--- config.mk ---
export PLATFORM = sky130hd
export DESIGN_NAME = fetch_queue_flat
export DESIGN_NICKNAME = d
export VERILOG_FILES = /design/src/rtl/fetch_queue_pkg.sv /design/src/rtl/fetch_queue_if.sv /design/src/rtl/fetch_queue.sv /design/src/flat_wrapper.sv
export SDC_FILE = /design/constraint.sdc
export NUM_CORES = 1
export LEC_CHECK = 0
export CORE_MARGIN = 2
export CORE_UTILIZATION = 40
export CTS_CLUSTER_SIZE = 10
export DETAILED_ROUTE_END_ITERATION = 12
export HOLD_SLACK_MARGIN = 0.02
export PLACE_DENSITY = 0.64
export SLEW_MARGIN = 20
export SYNTH_ARGS = -nofsm -noshare
export SYNTH_HDL_FRONTEND = slang
export SYNTH_SLANG_ARGS = --single-unit
--- constraint.sdc ---
create_clock -name clk -period 5.5 [get_ports clk]
set_input_delay 0.825 -clock clk [delete_from_list [all_inputs] [get_ports clk]]
set_output_delay 0.825 -clock clk [all_outputs]
set_load 0.05 [all_outputs]
--- src/rtl/fetch_queue_pkg.sv ---
// Shared processor types for the instruction fetch path: address/code widths
// and the queued fetch entry.
package fetch_queue_pkg;

  localparam int unsigned PC_W      = 12;
  localparam int unsigned INSTR_W   = 9;
  localparam int unsigned DEPTH_DEF = 4;

  typedef logic [PC_W-1:0]    pc_t;
  typedef logic [INSTR_W-1:0] instr_t;

  typedef struct packed {
    pc_t    pc;
    instr_t instr;
  } fetch_entry_t;

  // Width of an occupancy counter able to hold 0..depth inclusive.
  function automatic int unsigned cnt_width(input int unsigned depth);
    return $clog2(depth + 1);
  endfunction

endpackage

--- src/rtl/fetch_queue_if.sv ---
// Fetch-queue bus: ROM address/data, jump redirect and the dequeue handshake.
// master = ROM + consumer side, slave = the queue itself.
interface fetch_queue_if #(
  parameter int unsigned DEPTH   = fetch_queue_pkg::DEPTH_DEF,
  parameter int unsigned PC_W    = fetch_queue_pkg::PC_W,
  parameter int unsigned INSTR_W = fetch_queue_pkg::INSTR_W
);

  localparam int unsigned CNT_W = fetch_queue_pkg::cnt_width(DEPTH);

  logic [PC_W-1:0]    rom_addr;
  logic [INSTR_W-1:0] rom_data;
  logic               jump_en;
  logic [PC_W-1:0]    jump_target;
  logic               deq_ready;
  logic               deq_valid;
  logic [INSTR_W-1:0] deq_instr;
  logic [PC_W-1:0]    deq_pc;
  logic [CNT_W-1:0]   count;

  modport master (
    output rom_data, jump_en, jump_target, deq_ready,
    input  rom_addr, deq_valid, deq_instr, deq_pc, count
  );

  modport slave (
    input  rom_data, jump_en, jump_target, deq_ready,
    output rom_addr, deq_valid, deq_instr, deq_pc, count
  );

endinterface

--- src/rtl/fetch_queue.sv ---
// Instruction fetch queue: walks a fetch pointer through the ROM, buffers
// {pc, code} in a circular register array and hands the head to the decoder.
module fetch_queue #(
  parameter int unsigned DEPTH   = fetch_queue_pkg::DEPTH_DEF,
  parameter int unsigned PC_W    = fetch_queue_pkg::PC_W,
  parameter int unsigned INSTR_W = fetch_queue_pkg::INSTR_W
) (
  input  logic          clk,
  input  logic          reset,
  fetch_queue_if.slave  bus
);

  import fetch_queue_pkg::*;

  localparam int unsigned PTR_W = $clog2(DEPTH);
  localparam int unsigned CNT_W = cnt_width(DEPTH);

  logic [PC_W-1:0]  fpc_q, fpc_d;
  logic [PTR_W-1:0] rd_ptr_q, rd_ptr_d;
  logic [PTR_W-1:0] wr_ptr_q, wr_ptr_d;
  logic [CNT_W-1:0] count_q, count_d;
  logic             deq_valid_q, deq_valid_d;
  fetch_entry_t     head_q, head_d;
  fetch_entry_t     mem_q [DEPTH];
  fetch_entry_t     mem_d [DEPTH];

  logic         pop;
  logic         push;
  logic         has_room;
  fetch_entry_t new_entry;

  // Next-state: push/pop bookkeeping, jump flush, and the registered head view.
  always_comb begin
    fpc_d     = fpc_q;
    rd_ptr_d  = rd_ptr_q;
    wr_ptr_d  = wr_ptr_q;
    count_d   = count_q;
    mem_d     = mem_q;
    head_d    = '0;

    pop             = deq_valid_q & bus.deq_ready;
    has_room        = (count_q < CNT_W'(DEPTH)) | pop;
    push            = ~bus.jump_en & has_room;
    new_entry.pc    = pc_t'(fpc_q);
    new_entry.instr = instr_t'(bus.rom_data);

    if (bus.jump_en) begin
      // A pop in this cycle already consumed the head; everything else is dropped.
      fpc_d    = bus.jump_target;
      rd_ptr_d = '0;
      wr_ptr_d = '0;
      count_d  = '0;
    end else begin
      if (push) begin
        mem_d[wr_ptr_q] = new_entry;
        wr_ptr_d        = wr_ptr_q + PTR_W'(1);
        fpc_d           = fpc_q + PC_W'(1);
      end
      if (pop) begin
        rd_ptr_d = rd_ptr_q + PTR_W'(1);
      end
      case ({push, pop})
        2'b10:   count_d = count_q + CNT_W'(1);
        2'b01:   count_d = count_q - CNT_W'(1);
        default: count_d = count_q;
      endcase
    end

    deq_valid_d = (count_d != '0);
    // mem_d already contains this cycle's write, so a just-pushed head is seen.
    if (deq_valid_d) begin
      head_d = mem_d[rd_ptr_d];
    end
  end

  always_ff @(posedge clk or posedge reset) begin
    if (reset) begin
      fpc_q       <= '0;
      rd_ptr_q    <= '0;
      wr_ptr_q    <= '0;
      count_q     <= '0;
      deq_valid_q <= 1'b0;
      head_q      <= '0;
      for (int i = 0; i < int'(DEPTH); i++) begin
        mem_q[i] <= '0;
      end
    end else begin
      fpc_q       <= fpc_d;
      rd_ptr_q    <= rd_ptr_d;
      wr_ptr_q    <= wr_ptr_d;
      count_q     <= count_d;
      deq_valid_q <= deq_valid_d;
      head_q      <= head_d;
      for (int i = 0; i < int'(DEPTH); i++) begin
        mem_q[i] <= mem_d[i];
      end
    end
  end

  assign bus.rom_addr  = fpc_q;
  assign bus.count     = count_q;
  assign bus.deq_valid = deq_valid_q;
  assign bus.deq_pc    = PC_W'(head_q.pc);
  assign bus.deq_instr = INSTR_W'(head_q.instr);

endmodule

--- src/flat_wrapper.sv ---
// flat-port wrapper written by rule: the top's interface ports become plain ports
module fetch_queue_flat import fetch_queue_pkg::*;
#(
  parameter int unsigned DEPTH   = fetch_queue_pkg::DEPTH_DEF,
  parameter int unsigned PC_W    = fetch_queue_pkg::PC_W,
  parameter int unsigned INSTR_W = fetch_queue_pkg::INSTR_W
)
  (clk, reset, bus_rom_data, bus_jump_en, bus_jump_target, bus_deq_ready, bus_rom_addr, bus_deq_valid, bus_deq_instr, bus_deq_pc, bus_count);
  fetch_queue_if #(.DEPTH(DEPTH), .PC_W(PC_W), .INSTR_W(INSTR_W)) bus_i ();
  input  logic clk;
  input  logic reset;
  input wire logic [$bits(bus_i.rom_data)-1:0] bus_rom_data;
  input wire logic [$bits(bus_i.jump_en)-1:0] bus_jump_en;
  input wire logic [$bits(bus_i.jump_target)-1:0] bus_jump_target;
  input wire logic [$bits(bus_i.deq_ready)-1:0] bus_deq_ready;
  output wire logic [$bits(bus_i.rom_addr)-1:0] bus_rom_addr;
  output wire logic [$bits(bus_i.deq_valid)-1:0] bus_deq_valid;
  output wire logic [$bits(bus_i.deq_instr)-1:0] bus_deq_instr;
  output wire logic [$bits(bus_i.deq_pc)-1:0] bus_deq_pc;
  output wire logic [$bits(bus_i.count)-1:0] bus_count;
  assign bus_i.rom_data = bus_rom_data;
  assign bus_i.jump_en = bus_jump_en;
  assign bus_i.jump_target = bus_jump_target;
  assign bus_i.deq_ready = bus_deq_ready;
  assign bus_rom_addr = bus_i.rom_addr;
  assign bus_deq_valid = bus_i.deq_valid;
  assign bus_deq_instr = bus_i.deq_instr;
  assign bus_deq_pc = bus_i.deq_pc;
  assign bus_count = bus_i.count;
  fetch_queue #(.DEPTH(DEPTH), .PC_W(PC_W), .INSTR_W(INSTR_W)) u_core (.clk(clk), .reset(reset), .bus(bus_i));
endmodule
==> results.txt, run 1 <==
outcome -> finished clean
pin count of the biggest net entering global routing -> 69
CTS tree -> yes
Worst-Skew Late Latency -> 0.43 ns
syn_nets -> 536
total power -> 0.00434 W
postcts setup bufs -> 0
CTS Sinks -> 125
Critical Path RT -> 5.83 ns
Pleak -> 3.20 nW
Seq/Total Area, Yosys -> 53.0%
Clock Pin Slew Worst Setup and Hold Paths -> 0.06 ns
Final Cycle Share -> 63.4%
ys flop type -> dfrtp_1
Final #Nets -> 589
hold buffers post-CTS -> 0
Die Area -> 15,700 µm²
Worst Path Arrival -> 3.81 ns
# IOs -> 62
post-synthesis xor/xnor area fraction -> 2.38%
Async SR Flop Fraction -> 100%
RSZ-0062 raised after global routing -> no
first-pass GRT wire length -> 24,000 µm
Layout Utilization -> 50.3%
Compound-Gate Fraction of Synth Area -> 14.4%
Pre-antenna DRT Iters -> 5
Initial Util -> 40.7%
Residual DRC -> 0
max-cap violation count -> 0
mapped cell area -> 5900 µm²
largest family of logic cells by synthesized area -> compound AO/OA/AOI/OAI gates
VDD IR-drop max -> 0.283 mV
Worst Skew -> 0.0103 ns
post-DP HPWL -> 9310 µm
post-route ant nets -> 0
Slew @ Worst Pin -> 0.872 ns
syn_area_per_cell -> 11.7 µm²
HP Class -> register to register
simple-gate share of the synthesized area -> 10.0%
CP endpoint kind -> register
final hold vios -> 0
final setup fails -> 0
crit path max-delay cell type -> clkdlybuf4s50_1
adder-cell share of the synthesized area -> 1.61%
cell mode on critical path -> xnor2_1
PostCTS Resize Cnt -> 0
vias in the first global route -> 4,529
row count -> 44
final slew viol count -> 0
share of cells above drive strength 1 -> 22.8%
initial antenna violation count -> 0
GRT overflow -> 0
critical path class -> input port to register
Core Footprint -> 14,500 µm²
Final Wtd Congestion -> 0.773
minimum clock period -> 3.49 ns
post-synthesis cell type count -> 49
# diodes -> 0
flops & latches, synth -> 125
DR WL/cell -> 19.7 µm
EDFF count, synth -> 0
Setup crit start kind -> input port
H-tree levels -> 4
Gate Count Post-Synth -> 504
Vias -> 4,242
CTS buffer count -> 17
Die W -> 125 µm
synth-to-layout area growth -> 23.4%
IO Port Bufs -> 61
CP top delay family -> compound AO/OA/AOI/OAI gates
root buf cell -> clkbuf_16
clk buf depth -> 2
Final TNS setup -> 0 ns
multiplexer share of the synthesized area -> 14.2%
Peak Freq -> 287 MHz
CP Cell Sequence -> clkdlybuf4s50_1, a21bo_2, nand2b_1, ha_1, fa_1, xnor2_1, xnor2_1, o31a_1, o21ai_0, o41ai_2
Pwr Density -> 597 nW/µm²
gr usage total -> 19.7%
CP peak stage delay -> 0.54 ns
CP Buf/Inv Count -> 1
placed cells -> 722
crit path max fanout -> 9
Iteration-0 DRC Markers -> 237
synth warn -> 0
Routed WL -> 14,900 µm
slew margin rel. -> 41.9%
DIE HEIGHT -> 125 µm
routed vias/inst -> 5.63
Non-Filler Instances -> 754
==> path summary, 6_finish.rpt <==
check / startpoint / endpoint / slack, ns / cells after the start
worst max register to register: u_core.bus.count[2]$_DFF_PP0_ / u_core.bus.deq_pc[10]$_DFF_PP0_ / 2.41 / 9
worst max-delay path: bus_deq_ready / u_core.bus.deq_pc[10]$_DFF_PP0_ / 2.01 / 10
max in group asynchronous: reset / u_core.mem_q[65]$_DFF_PP0_ / 3.29 / 3
worst min register to register: u_core.mem_q[49]$_DFF_PP0_ / u_core.mem_q[49]$_DFF_PP0_ / 0.48 / 2
min in group asynchronous: reset / u_core.bus.deq_pc[2]$_DFF_PP0_ / 0.92 / 2
worst min-delay path: u_core.mem_q[49]$_DFF_PP0_ / u_core.mem_q[49]$_DFF_PP0_ / 0.48 / 2
==> synthesized netlist by cell type (6+ instances only) <==
library cell,number,area [µm²]
xnor2_1,15,131
o32a_1,15,150
nor3_1,21,105
or3_1,8,50.1
a21oi_1,6,30.0
nand2_1,52,195
a221oi_2,9,135
o21ai_0,28,140
inv_1,17,63.8
nor2_1,26,97.6
mux2i_1,7,70.1
buf_2,16,80.1
dfrtp_1,125,3130
ha_1,6,75.1
mux2_2,67,754
o211a_1,15,150
clkbuf_1,13,48.8
==> kinds of logic after synthesis <==
family | count (synthesis)
flops | 125
xor+xnor | 16
simple gates | 125
buf+inv | 55
fa+ha+maj | 7
compound gates | 101
mux | 75
==> flip-flops by register name (all words and copies together) (netlist names) <==
| signal | flops |
|---|---|
| u_core.bus.rom_addr | 12 |
| u_core.rd_ptr_q | 2 |
| u_core.wr_ptr_q | 2 |
| u_core.bus.count | 3 |
| u_core.bus.deq_valid | 1 |
| u_core.mem_q | 84 |
| u_core.bus.deq_instr | 9 |
| u_core.bus.deq_pc | 12 |
==> layout by cell type, fill, tap and decap left out, drive strengths merged, types with 2 or more instances in the layout <==
cell type and instances:
a21oi 6, a221oi 14, and3 2, buf 11
bufinv 4, clkbuf 23, clkdlybuf4s50 60, clkinv 2
clkinvlp 4, dfrtp 125, ha 6, inv 17
mux2 68, mux2i 7, nand2 52, nand2b 5
nand3 2, nor2 27, nor2b 2, nor3 21
nor3b 2, o211a 15, o21ai 29, o21bai 2
o221ai 5, o22ai 5, o2bb2ai 3, o32a 15
or3 8, xnor2 15
==> where the power goes <==
group / internal (W) / leakage (nW) / switching, W
Sequential: 0.00131 / 1.56 / 0.000202
Clock: 0.000795 / 0.296 / 0.000410
Combinational: 0.000698 / 1.34 / 0.000927
Total: 0.00280 / 3.20 / 0.00154
==> tightest hold or removal path: cells and delay by family, from the launching register on <==
kind | cells | cell delay (ns)
flip-flops | 1 | 0.32
AND/OR/NAND/NOR | 2 | 0.13
==> cell type report <==
class	instances	area [µm²]
Multi-Input combinational cell	324	2530
Fill cell	1270	7200
Sequential cell	125	3130
Tap cell	184	230
Timing Repair Buffer	71	681
Inverter	18	70.1
Clock inverter	9	159
Clock buffer	23	478
==> metrics by stage <==
stage	area, µm²	setup WS (ns)	hold slack [ns]
2_1_floorplan	5900	1.35	0.439
3_3_place_gp	6630	1.70	0.455
3_5_place_dp	6630	1.59	0.471
4_1_cts	7270	2.01	0.482
5_1_grt	7280	1.77	0.507
6_report	7280	2.01	0.480
==> metal layers <==
metal	track usage [%]	share of wire (%)	up-vias
li1	-	-	1917
met1	26.5	45	2173
met2	31.0	48	131
met3	5.05	5.2	21
met4	6.67	1.8	0
met5	0	0	-
Power figures use the tool's default switching activity.
==> inputs of run 2 (changes only) <==
PLACE_DENSITY = 0.66   (was 0.64)
clock period = 2.8 ns   (was 5.5 ns; I/O delays follow)
==> run 2 against run 1 <==
  * Critical endpoint unchanged
  * Final area grew 3.0%
  * Via count fell by 0.33%
  * Critical path type unchanged
  * Combinational power up 100%
  * Register-to-register slack got worse by 2.2 ns
==> results.txt, run 2 (synthesized netlist as in run 1, its figures left out) <==
Residual DRC -> 0 (unchanged)
CTS tree -> yes
pin count of the biggest net entering global routing -> 53 (-23%)
Iteration-0 DRC Markers -> 254 (+7.2%)
# IOs -> 62 (unchanged)
minimum clock period -> 2.64 ns
Clock Pin Slew Worst Setup and Hold Paths -> 0.06 ns (about the same)
synth-to-layout area growth -> 27.0%
clk buf depth -> 2 (unchanged)
Slew @ Worst Pin -> 0.757 ns (-0.115 ns)
Peak Freq -> 379 MHz
HP Class -> input port to asynchronous set/reset pin
slew margin rel. -> 49.5% (+7.7 points)
Int Pwr -> 0.00567 W (+100%)
Worst Path Arrival -> 2.95 ns (-0.86 ns)
Worst Skew -> 0.00600 ns (-0.00431 ns)
Non-Filler Instances -> 778 (+3.2%)
Pwr Density -> 1160 nW/µm² (+95%)
gr usage total -> 19.2% (-0.47 points)
root buf cell -> clkbuf_16
Layout Utilization -> 51.8% (+1.5 points)
Die Area -> 15,700 µm² (unchanged)
Final WS setup -> 0.160 ns (-1.86 ns)
crit path max fanout -> 6 (-3)
final hold vios -> 0 (unchanged)
flop-to-flop setup slack -> 0.18 ns (-2.23 ns)
Final Wtd Congestion -> 0.801 (+3.6%)
Final Cycle Share -> 94.3%
FF-to-FF End -> u_core.bus.deq_pc[10]$_DFF_PP0_
fill count -> 1,265 (-0.39%)
row count -> 44 (unchanged)
CTS buffer count -> 17 (unchanged)
final slew viol count -> 0 (unchanged)
FF+latch area -> 3130 µm² (about the same)
Initial Util -> 40.7% (unchanged)
max FFs per register -> 84 (unchanged)
worst r2r src -> u_core.bus.count[2]$_DFF_PP0_
CP Cell Sequence -> clkdlybuf4s50_1, a21bo_2, nand2b_1, ha_1, fa_1, xnor2_1, xnor2_1, o31a_1, o21ai_1, o41ai_2
max-cap violation count -> 0 (unchanged)
GRT overflow -> 0 (unchanged)
CP peak stage delay -> 0.53 ns (about the same)
clock power share -> 27.9% (+0.2 points)
CP Buf/Inv Count -> 1 (unchanged)
post-DP HPWL -> 9860 µm (+6.0%)
Vias -> 4,228 (-0.33%)
placed cells -> 746 (+3.3%)
Worst-Skew Late Latency -> 0.42 ns (about the same)
hold slack -> 0.439 ns (-0.0411 ns)
pre-CTS WS -> -0.212 ns (-1.80 ns)
total power -> 0.00870 W (+100%)
commonest cells after routing, fill and taps aside -> dfrtp_1, mux2_2, clkdlybuf4s50_1, nand2_1, buf_4
postcts setup bufs -> 0 (unchanged)
first-pass GRT wire length -> 23,400 µm (-2.5%)
routed vias/inst -> 5.43 (-3.4%)
critical path class -> input port to register
CP endpoint kind -> register
crit path max-delay cell type -> clkdlybuf4s50_1
CTS Sinks -> 125 (unchanged)
Gate power share -> 38.0% (+0.6 points)
H-tree levels -> 4 (unchanged)
share of cells above drive strength 1 -> 26.6% (+3.8 points)
Final #Nets -> 613 (+4.1%)
Net Sw Power -> 0.00304 W (+97%)
CP top delay family -> compound AO/OA/AOI/OAI gates
PostCTS Resize Cnt -> 0 (unchanged)
Pre-antenna DRT Iters -> 4 (-1)
DIE HEIGHT -> 125 µm (unchanged)
multi-input logic area -> 2520 µm² (-0.49%)
initial antenna violation count -> 0 (unchanged)
RSZ-0062 raised after global routing -> no
Critical Path RT -> 3.11 ns (-2.72 ns)
vias in the first global route -> 4,363 (-3.7%)
cell mode on critical path -> xnor2_1
DR WL/cell -> 19.1 µm (-3.3%)
IO Port Bufs -> 61 (unchanged)
Die W -> 125 µm (unchanged)
worst reg2reg path depth -> 9 (unchanged)
most common cell after layout, fill and taps aside -> dfrtp_1
final setup fails -> 0 (unchanged)
Routed WL -> 14,800 µm (-0.17%)
Core Footprint -> 14,500 µm² (unchanged)
Flop pwr share -> 34.1% (-0.7 points)
most flop-heavy register -> u_core.mem_q
post-route ant nets -> 0 (unchanged)
outcome -> finished clean
Setup crit start kind -> input port
Pleak -> 3.35 nW (+4.5%)
hold buffers post-CTS -> 0 (unchanged)
VDD IR-drop max -> 0.834 mV (+190%)
Sw Share -> 34.9% (-0.57 points)
# diodes -> 0 (unchanged)
==> run 2: worst max-delay path by stage <==
stage                                              from                                 to  cells past startpoint
after CTS                 u_core.bus.count[2]$_DFF_PP0_    u_core.bus.deq_pc[10]$_DFF_PP0_                      9
after floorplan           u_core.bus.count[2]$_DFF_PP0_  u_core.bus.deq_instr[5]$_DFF_PP0_                     11
after detailed placement                  bus_deq_ready    u_core.bus.deq_pc[10]$_DFF_PP0_                     10
final                                     bus_deq_ready    u_core.bus.deq_pc[10]$_DFF_PP0_                     10
after global placement                    bus_deq_ready  u_core.bus.deq_instr[5]$_DFF_PP0_                     10
after global routing                      bus_deq_ready    u_core.bus.deq_pc[10]$_DFF_PP0_                     10
==> run 2: metrics by stage <==
stage,area [µm²],setup TNS (ns)
6_report,7490,0
5_1_grt,7490,0
3_5_place_dp,6840,-2.32
4_1_cts,7490,0
2_1_floorplan,5910,0
3_3_place_gp,6840,-1.07
==> run 2: final cells by class <==
class                           instances  share of cell area (%)
Sequential cell                       125                    41.8
Multi-Input combinational cell        324                    33.6
Timing Repair Buffer                   95                    11.8
Clock buffer                           20                    6.23
Tap cell                              184                    3.07
Clock inverter                         12                    2.54
Inverter                               18                   0.952
==> run 2: layer usage <==
metal  global-route usage, %  wire [µm]  vias up
met2                    30.5       7190       99
met3                    4.54        576       13
li1                        -          -     1955
met5                       0          0        -
met4                    6.60        131        0
met1                    25.9       6950     2161
==> run 2: power by group through the flow <==
stage | combinational (W) | sequential (W) | clock (W)
after global routing | 0.00353 | 0.00304 | 0.00255
after floorplan | 0.00179 | 0.00347 | 0
after detailed placement | 0.00330 | 0.00298 | 0
after global placement | 0.00321 | 0.00295 | 0
after CTS | 0.00332 | 0.00297 | 0.00247
final | 0.00330 | 0.00297 | 0.00243
